**config.mk**
```make
export PLATFORM = sky130hd
export DESIGN_NAME = trace_capture_ctrl
export DESIGN_NICKNAME = d
export VERILOG_FILES = /design/src/rtl/continuous_monitoring_system_pkg.sv /design/src/rtl/trace_capture_ctrl.sv
export SDC_FILE = /design/constraint.sdc
export NUM_CORES = 1
export LEC_CHECK = 0
export BUFFER_PORTS_ARGS = -buffer_cell sky130_fd_sc_hd__buf_2
export CELL_PAD_IN_SITES_DETAIL_PLACEMENT = 0
export CELL_PAD_IN_SITES_GLOBAL_PLACEMENT = 1
export CORE_ASPECT_RATIO = 0.5
export CORE_MARGIN = 2
export CORE_UTILIZATION = 30
export CTS_CLUSTER_SIZE = 30
export DETAILED_ROUTE_END_ITERATION = 8
export PLACE_DENSITY_LB_ADDON = 0.1
export SKIP_CTS_REPAIR_TIMING = 1
export SLEW_MARGIN = 20
export SYNTH_ARGS = -nofsm -noshare
export SYNTH_HDL_FRONTEND = slang
export SYNTH_SLANG_ARGS = --single-unit
```
**constraint.sdc**
```tcl
create_clock -name clk -period 9.7 [get_ports clk]
set_clock_uncertainty 0.2 [all_clocks]
set_input_delay 0.97 -clock clk [delete_from_list [all_inputs] [get_ports clk]]
set_output_delay 0.97 -clock clk [all_outputs]
set_load 0.02 [all_outputs]
```
**src/rtl/continuous_monitoring_system_pkg.sv**
```systemverilog
// Shared types and constants for the continuous monitoring system trace path.
// The state encodings are also the values read back through the CMS register map.
package continuous_monitoring_system_pkg;

   localparam int TRACE_PC_WIDTH = 64;

   typedef enum logic [1:0] {
      ST_IDLE    = 2'd0,
      ST_ARMED   = 2'd1,
      ST_CAPTURE = 2'd2,
      ST_DONE    = 2'd3
   } trace_ctrl_state_t;

   localparam logic [1:0] TRACE_STATE_IDLE    = 2'd0;
   localparam logic [1:0] TRACE_STATE_ARMED   = 2'd1;
   localparam logic [1:0] TRACE_STATE_CAPTURE = 2'd2;
   localparam logic [1:0] TRACE_STATE_DONE    = 2'd3;

endpackage

```
**src/rtl/trace_capture_ctrl.sv**
```systemverilog
// Trace run controller: start/stop and PC triggers, filter gating, stage-1 PC
// alignment with the filter decision, FIFO write issue and loss accounting.
module trace_capture_ctrl
   import continuous_monitoring_system_pkg::*;
#(
   parameter int PC_WIDTH    = TRACE_PC_WIDTH,
   parameter int COUNT_WIDTH = 32,
   parameter int OVF_WIDTH   = 16
) (
   input  logic                   clk,
   input  logic                   rst_n,
   input  logic                   cfg_start,
   input  logic                   cfg_stop,
   input  logic                   cfg_trigger_en,
   input  logic [PC_WIDTH-1:0]    cfg_start_pc,
   input  logic [PC_WIDTH-1:0]    cfg_stop_pc,
   input  logic [COUNT_WIDTH-1:0] cfg_max_items,
   input  logic [PC_WIDTH-1:0]    pc,
   input  logic                   pc_valid,
   input  logic                   drop_instr,
   input  logic                   fifo_full,
   output logic                   filter_pc_valid,
   output logic                   fifo_wr_en,
   output logic [PC_WIDTH-1:0]    fifo_wr_data,
   output logic [1:0]             state,
   output logic                   busy,
   output logic                   done,
   output logic [COUNT_WIDTH-1:0] item_count,
   output logic [OVF_WIDTH-1:0]   overflow_count
);

   trace_ctrl_state_t      state_q, state_d;
   logic                   cap_d1_q;
   logic [PC_WIDTH-1:0]    pc_d1_q;
   logic [COUNT_WIDTH-1:0] item_count_q, item_count_d;
   logic [OVF_WIDTH-1:0]   overflow_count_q, overflow_count_d;
   logic                   done_q, done_d;

   logic start_match_s, stop_match_s, limit_en_s, limit_hit_s, limit_next_s;
   logic start_go_s, kept_s, wr_en_s;

   assign start_match_s = pc_valid && (pc == cfg_start_pc);
   assign stop_match_s  = cfg_trigger_en && pc_valid && (pc == cfg_stop_pc);
   assign limit_en_s    = (cfg_max_items != '0);
   assign limit_hit_s   = limit_en_s && (item_count_q == cfg_max_items);
   assign limit_next_s  = limit_en_s &&
                          ((item_count_q + COUNT_WIDTH'(wr_en_s)) == cfg_max_items);

   // A restart clears the counters, so it also retires whatever sits in stage 1.
   assign start_go_s = cfg_start && !cfg_stop && ((state_q == ST_IDLE) || (state_q == ST_DONE));
   assign kept_s     = cap_d1_q && !drop_instr && !limit_hit_s && !start_go_s;
   assign wr_en_s    = kept_s && !fifo_full;

   assign filter_pc_valid = pc_valid &&
                            ((state_q == ST_CAPTURE) || ((state_q == ST_ARMED) && start_match_s));
   assign fifo_wr_en      = wr_en_s;
   assign fifo_wr_data    = pc_d1_q;
   assign state           = state_q;
   assign busy            = (state_q == ST_ARMED) || (state_q == ST_CAPTURE);
   assign done            = done_q;
   assign item_count      = item_count_q;
   assign overflow_count  = overflow_count_q;

   // Next-state, counter update and done-pulse logic.
   always_comb begin
      state_d          = state_q;
      item_count_d     = item_count_q;
      overflow_count_d = overflow_count_q;
      case (state_q)
         ST_IDLE, ST_DONE: begin
            if (cfg_stop) begin
               state_d = ST_IDLE;
            end else if (cfg_start) begin
               state_d = cfg_trigger_en ? ST_ARMED : ST_CAPTURE;
            end else begin
               state_d = state_q;
            end
         end
         ST_ARMED: begin
            if (cfg_stop) begin
               state_d = ST_IDLE;
            end else if (start_match_s) begin
               state_d = ST_CAPTURE;
            end else begin
               state_d = ST_ARMED;
            end
         end
         ST_CAPTURE: begin
            if (cfg_stop || stop_match_s || limit_next_s) begin
               state_d = ST_DONE;
            end else begin
               state_d = ST_CAPTURE;
            end
         end
         default: state_d = ST_IDLE;
      endcase

      if (start_go_s) begin
         item_count_d     = '0;
         overflow_count_d = '0;
      end else begin
         if (wr_en_s) begin
            item_count_d = item_count_q + COUNT_WIDTH'(1);
         end else begin
            item_count_d = item_count_q;
         end
         if (kept_s && fifo_full && (overflow_count_q != {OVF_WIDTH{1'b1}})) begin
            overflow_count_d = overflow_count_q + OVF_WIDTH'(1);
         end else begin
            overflow_count_d = overflow_count_q;
         end
      end

      done_d = (state_d == ST_DONE) && (state_q != ST_DONE);
   end

   // State, counters and the stage-1 PC pipeline register.
   always_ff @(posedge clk or negedge rst_n) begin
      if (!rst_n) begin
         state_q          <= ST_IDLE;
         cap_d1_q         <= 1'b0;
         pc_d1_q          <= '0;
         item_count_q     <= '0;
         overflow_count_q <= '0;
         done_q           <= 1'b0;
      end else begin
         state_q          <= state_d;
         cap_d1_q         <= filter_pc_valid;
         pc_d1_q          <= pc;
         item_count_q     <= item_count_d;
         overflow_count_q <= overflow_count_d;
         done_q           <= done_d;
      end
   end

endmodule

```
==> flow_metrics.py, run 1 <==
metrics = {
    "outcome": {
        "run_status": "completed",
    },
    "die": {
        "die_span_in_y_um": 114,
        "dieArea_um2": 25500,
        "io_pins": 350,
        "die_x_um": 224,
        "floorplan.rows": 40,
        "core_area_um2": 23900,
        "initial_core_util_pct": 30.3,
    },
    "clock_network": {
        "clk_pin_slew_ns": 0.05,
        "cts_tree": "yes",
        "cts_made_buffers": 17,
        "cts_num_sinks": 116,
        "clock_latency_of_the_later_clocked_register_in_the_worst_skew_pair_ns": 0.42,
        "htreeDepth": 4,
        "clock-root-buffer": "sky130_fd_sc_hd__clkbuf_16",
        "cts-root-to-sink-buffers": 2,
    },
    "sta": {
        "slew_headroom_pct": 38.6,
        "finalSetupTns_ns": 0,
        "timing.final.hold_violations": 0,
        "rsz0062_at_grt": "no",
        "worst-slew-pin-transition_ns": 0.920,
        "min_period_over_period_pct": 56.3,
        "clock.fmax_ghz": 0.183,
        "layout_min_cycle_time_ns": 5.46,
        "maxSlewViolCount": 0,
        "setup_viol_count_final": 0,
    },
    "logic_synthesis": {
        "synth_edf_count": 0,
        "largest_cells_by_area_after_synthesis": "sky130_fd_sc_hd__dfrtp_1 (40%), sky130_fd_sc_hd__xnor2_1 (11%), sky130_fd_sc_hd__xor2_1 (6.9%)",
        "synth_top_cells_by_count": "sky130_fd_sc_hd__dfrtp_1 (116), sky130_fd_sc_hd__xnor2_1 (95), sky130_fd_sc_hd__nand2_1 (60)",
        "synthesis.instances": 759,
        "synth_async_sr_flop_share_pct": 100,
        "netlist_area_um2": 7240,
        "yosys.cell_count.top_type": "sky130_fd_sc_hd__dfrtp_1",
        "syn_avg_cell_area_um2": 9.54,
        "synth_warnings": 0,
        "synth_seq_area_share_pct": 40.1,
        "synth_net_count": 998,
        "synth_cell_types": 65,
        "portion_of_synthesized_cell_area_occupied_by_the_leading_cell_type_pct": 40.1,
        "yosys_most_used_dff": "sky130_fd_sc_hd__dfrtp_1",
        "synth_area_leader_cell": "sky130_fd_sc_hd__dfrtp_1",
        "flip_flop_and_latch_count_after_synthesis": 116,
    },
    "placed_design": {
        "io_buffers": 349,
        "place.gp.congestion": 0.943,
        "detailed_place_hpwl_um": 25700,
    },
    "drt": {
        "drt-initial-drc-count": 407,
        "vias": 7309,
        "wl_um": 31200,
        "detailedRoute.firstPassIterationCount": 5,
        "route.detailed.drc": 0,
        "average_wire_per_standard_cell_um": 21.6,
        "post_drt_via_cell_ratio": 5.06,
        "ant_nets": 0,
    },
    "pwr": {
        "finalPower_w": 0.00143,
        "total_power_density_per_cell_area_nw_per_um2": 144,
        "static-leakage-power_nw": 4.63,
        "power.ir.vdd_worst_uv": 116,
    },
    "final_layout": {
        "sequential_cell_area_um2": 2900,
        "multi_input_area_um2": 4080,
        "drive_above_1_share_pct": 35.9,
        "final_nets": 1344,
        "nFillCells": 2480,
        "area_growth_pct": 36.7,
    },
    "global_routing": {
        "initial_antenna_violation_count": 11,
        "vias_in_the_first_global_route": 7314,
        "grt.overflow.total": 0,
        "pin_count_of_the_biggest_net_entering_global_routing": 69,
        "overall_routing_resource_usage_pct": 24.4,
        "first_pass_grt_wire_length_um": 45900,
    },
    "critical_path": {
        "setup.worst_path.start_class": "flip-flop",
        "worst-endpoint-arrival_ns": 5.58,
        "criticalPathCategory": "flip-flop to flip-flop",
        "crit_path_max_fanout": 39,
        "kind_of_end_point_of_the_critical_path": "flip-flop",
        "cp.required_ns": 9.82,
    },
    "hold_path": {
        "hold_path.class": "flip-flop to flip-flop",
    },
    "flow_run": {
        "cap_violations": 0,
    },
}
[worst max-delay path, cell delays in order, from the launching register on]
cell                        delay (ns)
sky130_fd_sc_hd__dfrtp_1          0.43
sky130_fd_sc_hd__inv_1            0.08
sky130_fd_sc_hd__ha_1             0.33
sky130_fd_sc_hd__inv_1            0.09
sky130_fd_sc_hd__nor2_1           0.07
sky130_fd_sc_hd__nand2_1          0.07
sky130_fd_sc_hd__buf_4            0.30
sky130_fd_sc_hd__nand3b_1         0.35
sky130_fd_sc_hd__or3_4            0.66
sky130_fd_sc_hd__inv_1            0.25
sky130_fd_sc_hd__ha_1             0.25
sky130_fd_sc_hd__ha_1             0.26
sky130_fd_sc_hd__and3_1           0.27
sky130_fd_sc_hd__nand2_1          0.17
sky130_fd_sc_hd__a2111oi_0        0.42
sky130_fd_sc_hd__nor4b_1          0.46
sky130_fd_sc_hd__nand4_1          0.36
sky130_fd_sc_hd__a211oi_1         0.32
[per-layer routing]
metal / global-route usage [%] / routed length, um / vias to the layer above
met4: 6.49 / 471 / 4
met2: 41.5 / 15300 / 219
met5: 0 / 27 / -
li1: - / - / 3506
met1: 30.3 / 13400 / 3545
met3: 7.47 / 2100 / 35
[flip-flops by register name (all words and copies together) (netlist names)]
name	flops
state	2
done	1
overflow_count	16
cap_d1_q	1
item_count	32
fifo_wr_data	64
[report_power, final]
part           leakage, nW  switching [W]  internal, W  total [W]
logic                 2.86       0.000164     0.000107   0.000271
registers             1.47      0.0000117     0.000503   0.000515
clock network        0.295       0.000230     0.000410   0.000640
total                 4.63       0.000406      0.00102    0.00143
[area by class of cell]
class	instances	share of cell area, %
tap	315	3.98
multi-input combinational	585	41.2
antenna	11	0.278
clock inverter	9	1.01
timing repair buffer	354	18.0
clock buffer	23	5.03
inverter	31	1.17
sequential	116	29.3
[metrics by stage]
| stage | setup WS (ns) | utilization, % | area [um^2] | std cells | hold WS, ns |
|---|---|---|---|---|---|
| finish | 4.24 | 41.5 | 9900 | 1444 | 0.308 |
| global route | 3.77 | 41.4 | 9890 | 1438 | 0.338 |
| CTS | 4.26 | 41.4 | 9880 | 1433 | 0.317 |
| detailed placement | 4.16 | 38.9 | 9280 | 1401 | 0.310 |
| global placement | 4.19 | 38.9 | 9280 | 1401 | 0.301 |
| floorplan | 5.04 | - | 7240 | 759 | 0.401 |
[path summary, 6_finish.rpt]
kind	endpoint	start	cells after the start	slack, ns
max	done	state[0]	17	4.24
min	overflow_count[10]	overflow_count[10]	1	0.31
max reg2reg	done	state[0]	17	4.24
min reg2reg	overflow_count[10]	overflow_count[10]	1	0.31
max in group asynchronous	fifo_wr_data[18]	rst_n	2	7.54
min in group asynchronous	fifo_wr_data[45]	rst_n	1	0.46
[cells in the final DEF (no fill, tap or decap), types with 7 or more instances in the layout]
master,instances
sky130_fd_sc_hd__o31ai_1,11
sky130_fd_sc_hd__diode_2,11
sky130_fd_sc_hd__o22ai_1,7
sky130_fd_sc_hd__nor4_1,41
sky130_fd_sc_hd__xnor2_1,95
sky130_fd_sc_hd__and4_1,8
sky130_fd_sc_hd__buf_2,348
sky130_fd_sc_hd__nand4_1,46
sky130_fd_sc_hd__clkbuf_16,17
sky130_fd_sc_hd__or4_1,14
sky130_fd_sc_hd__o21ai_0,12
sky130_fd_sc_hd__mux2i_1,16
sky130_fd_sc_hd__or3_1,8
sky130_fd_sc_hd__and3_1,9
sky130_fd_sc_hd__inv_1,31
sky130_fd_sc_hd__nand3_1,17
sky130_fd_sc_hd__nor2_1,34
sky130_fd_sc_hd__nand2b_1,13
sky130_fd_sc_hd__xor2_1,57
sky130_fd_sc_hd__a21oi_1,27
sky130_fd_sc_hd__a31oi_1,7
sky130_fd_sc_hd__nor2b_1,16
sky130_fd_sc_hd__ha_1,7
sky130_fd_sc_hd__nand2_1,60
sky130_fd_sc_hd__dfrtp_1,116
sky130_fd_sc_hd__nor3_1,9
[kinds of logic after synthesis]
group                      after synthesis  synth area share (%)
muxes                                   16                  2.21
DFF                                    116                  40.1
buffers and inverters                   58                  3.61
xor gates and xnor gates               152                  18.4
AOI/OAI and AO/OA                      115                  11.3
adders and majority gates                7                  1.21
and+or+nand+nor                        295                  23.2
Power figures use the tool's default switching activity.
==> inputs of run 2 (changes only) <==
clock period = 5.2 ns   (was 9.7 ns; I/O delays follow)
==> run 2 against run 1 <==
Utilization increased by 0.83 points; cell count up 1.6%; die area is the same; non-clock buffer count increased by 24; flip-flop and latch count unchanged; maximum frequency is 16% higher; largest cell class unchanged; first-iteration DRC count increased by 5.9%; largest power group unchanged; sequential share of layout area down 0.57 points.
==> flow_metrics.py, run 2 (synthesis results as in run 1) <==
metrics = {
    "clock_network": {
        "cts_made_buffers": 17,
        "htreeDepth": 4,
        "cts_num_sinks": 116,
        "cts-root-to-sink-buffers": 2,
        "clock_latency_of_the_later_clocked_register_in_the_worst_skew_pair_ns": 0.42,
        "clock-root-buffer": "sky130_fd_sc_hd__clkbuf_16",
        "clk_pin_slew_ns": 0.06,
        "cts_tree": "yes",
    },
    "final_layout": {
        "final-instance-count-excl-fill": 1467,
        "finish.utilization_pct": 42.3,
        "final_nets": 1368,
        "mostFrequentLayoutCells": "sky130_fd_sc_hd__buf_2 (348), sky130_fd_sc_hd__dfrtp_1 (116), sky130_fd_sc_hd__xnor2_1 (95)",
        "final_common_cell": "sky130_fd_sc_hd__buf_2",
        "area_growth_pct": 39.5,
        "drive_above_1_share_pct": 37.3,
        "largest_register_ff_count": 64,
        "nFillCells": 2465,
    },
    "placed_design": {
        "place.gp.congestion": 0.883,
        "detailed_place_hpwl_um": 26600,
        "io_buffers": 349,
        "dp.cells": 1425,
    },
    "critical_path": {
        "crit_path_max_fanout": 10,
        "kind_of_end_point_of_the_critical_path": "flip-flop",
        "cp.required_ns": 5.33,
        "worst-r2r-setup-slack_ns": 0.48,
        "setup.worst_path.start_class": "flip-flop",
        "worst-endpoint-arrival_ns": 4.85,
        "criticalPathCategory": "flip-flop to flip-flop",
    },
    "global_routing": {
        "grt.overflow.total": 0,
        "first_pass_grt_wire_length_um": 47500,
        "overall_routing_resource_usage_pct": 25.5,
        "pin_count_of_the_biggest_net_entering_global_routing": 61,
        "vias_in_the_first_global_route": 7544,
        "initial_antenna_violation_count": 13,
    },
    "flow_run": {
        "cap_violations": 0,
    },
    "sta": {
        "slew_headroom_pct": 43.4,
        "timing.final.hold_violations": 0,
        "rsz0062_at_grt": "no",
        "maxSlewViolCount": 0,
        "hold_ws_ns": 0.0380,
        "worst-slew-pin-transition_ns": 0.850,
        "layout_min_cycle_time_ns": 4.72,
        "clock.fmax_ghz": 0.212,
        "min_period_over_period_pct": 90.8,
        "setup_viol_count_final": 0,
    },
    "die": {
        "core_area_um2": 23900,
        "dieArea_um2": 25500,
        "io_pins": 350,
        "initial_core_util_pct": 30.3,
        "die_span_in_y_um": 114,
        "die_x_um": 224,
        "floorplan.rows": 40,
    },
    "drt": {
        "vias": 7557,
        "post_drt_via_cell_ratio": 5.15,
        "average_wire_per_standard_cell_um": 22.0,
        "wl_um": 32300,
        "detailedRoute.firstPassIterationCount": 6,
        "ant_nets": 0,
        "route.detailed.drc": 0,
        "drt-initial-drc-count": 431,
    },
    "pwr": {
        "total_power_density_per_cell_area_nw_per_um2": 269,
        "static-leakage-power_nw": 4.75,
        "power.ir.vdd_worst_uv": 166,
    },
    "outcome": {
        "run_status": "completed",
    },
    "hold_path": {
        "hold_path.class": "input pin to flip-flop",
    },
}
run 2: worst max-delay path, stage by stage, from the launching register on:
cell and delay (ns):
sky130_fd_sc_hd__dfrtp_1 0.42, sky130_fd_sc_hd__xor2_1 0.20, sky130_fd_sc_hd__nor4_1 0.48, sky130_fd_sc_hd__nand4_1 0.24, sky130_fd_sc_hd__nor3_4 0.46, sky130_fd_sc_hd__or3_4 0.21
sky130_fd_sc_hd__inv_1 0.05, sky130_fd_sc_hd__ha_1 0.24, sky130_fd_sc_hd__ha_1 0.33, sky130_fd_sc_hd__xnor2_1 0.29, sky130_fd_sc_hd__nand4_1 0.21, sky130_fd_sc_hd__a2111oi_0 0.41
sky130_fd_sc_hd__nor4b_1 0.30, sky130_fd_sc_hd__nand4_1 0.28, sky130_fd_sc_hd__a211oi_1 0.29
run 2: area by class of cell:
class,instances,area (um^2),share of cell area [%]
clock inverter,12,151,1.50
multi-input combinational,585,4080,40.4
inverter,31,116,1.15
clock buffer,20,467,4.62
sequential,116,2900,28.7
tap,315,394,3.90
timing repair buffer,378,1970,19.5
antenna,10,25.0,0.248
run 2: through the flow:
step	worst slack [ns]	power [W]	instance area [um^2]	setup TNS, ns
2_1_floorplan	0.539	0.00122	7240	0
3_3_place_gp	-0.0656	0.00149	9460	-0.0656
3_5_place_dp	0.401	0.00149	9460	0
4_1_cts	0.594	0.00275	10100	0
5_1_grt	0.297	0.00284	10100	0
6_report	0.480	0.00272	10100	0
run 2: path summary, 6_finish.rpt:
check,startpoint,end,cells after the start
max,item_count[8],done,14
min,pc[14],fifo_wr_data[14],1
max reg2reg,item_count[8],done,14
min reg2reg,overflow_count[10],overflow_count[10],1
max in group asynchronous,rst_n,item_count[15],2
min in group asynchronous,rst_n,fifo_wr_data[45],2
run 2: metal layers:
layer	vias to the layer above	routed length [um]	track usage, %
met3	42	2440	9.27
met2	273	15200	41.3
met4	8	462	6.13
li1	3536	-	-
met1	3698	14100	32.6
met5	-	42	0
run 2: where the power goes:
part / total (W) / internal, W / leakage, nW / switching, W
combinational: 0.000513 / 0.000201 / 2.99 / 0.000312
clock: 0.00124 / 0.000789 / 0.291 / 0.000451
sequential: 0.000962 / 0.000939 / 1.47 / 0.0000237
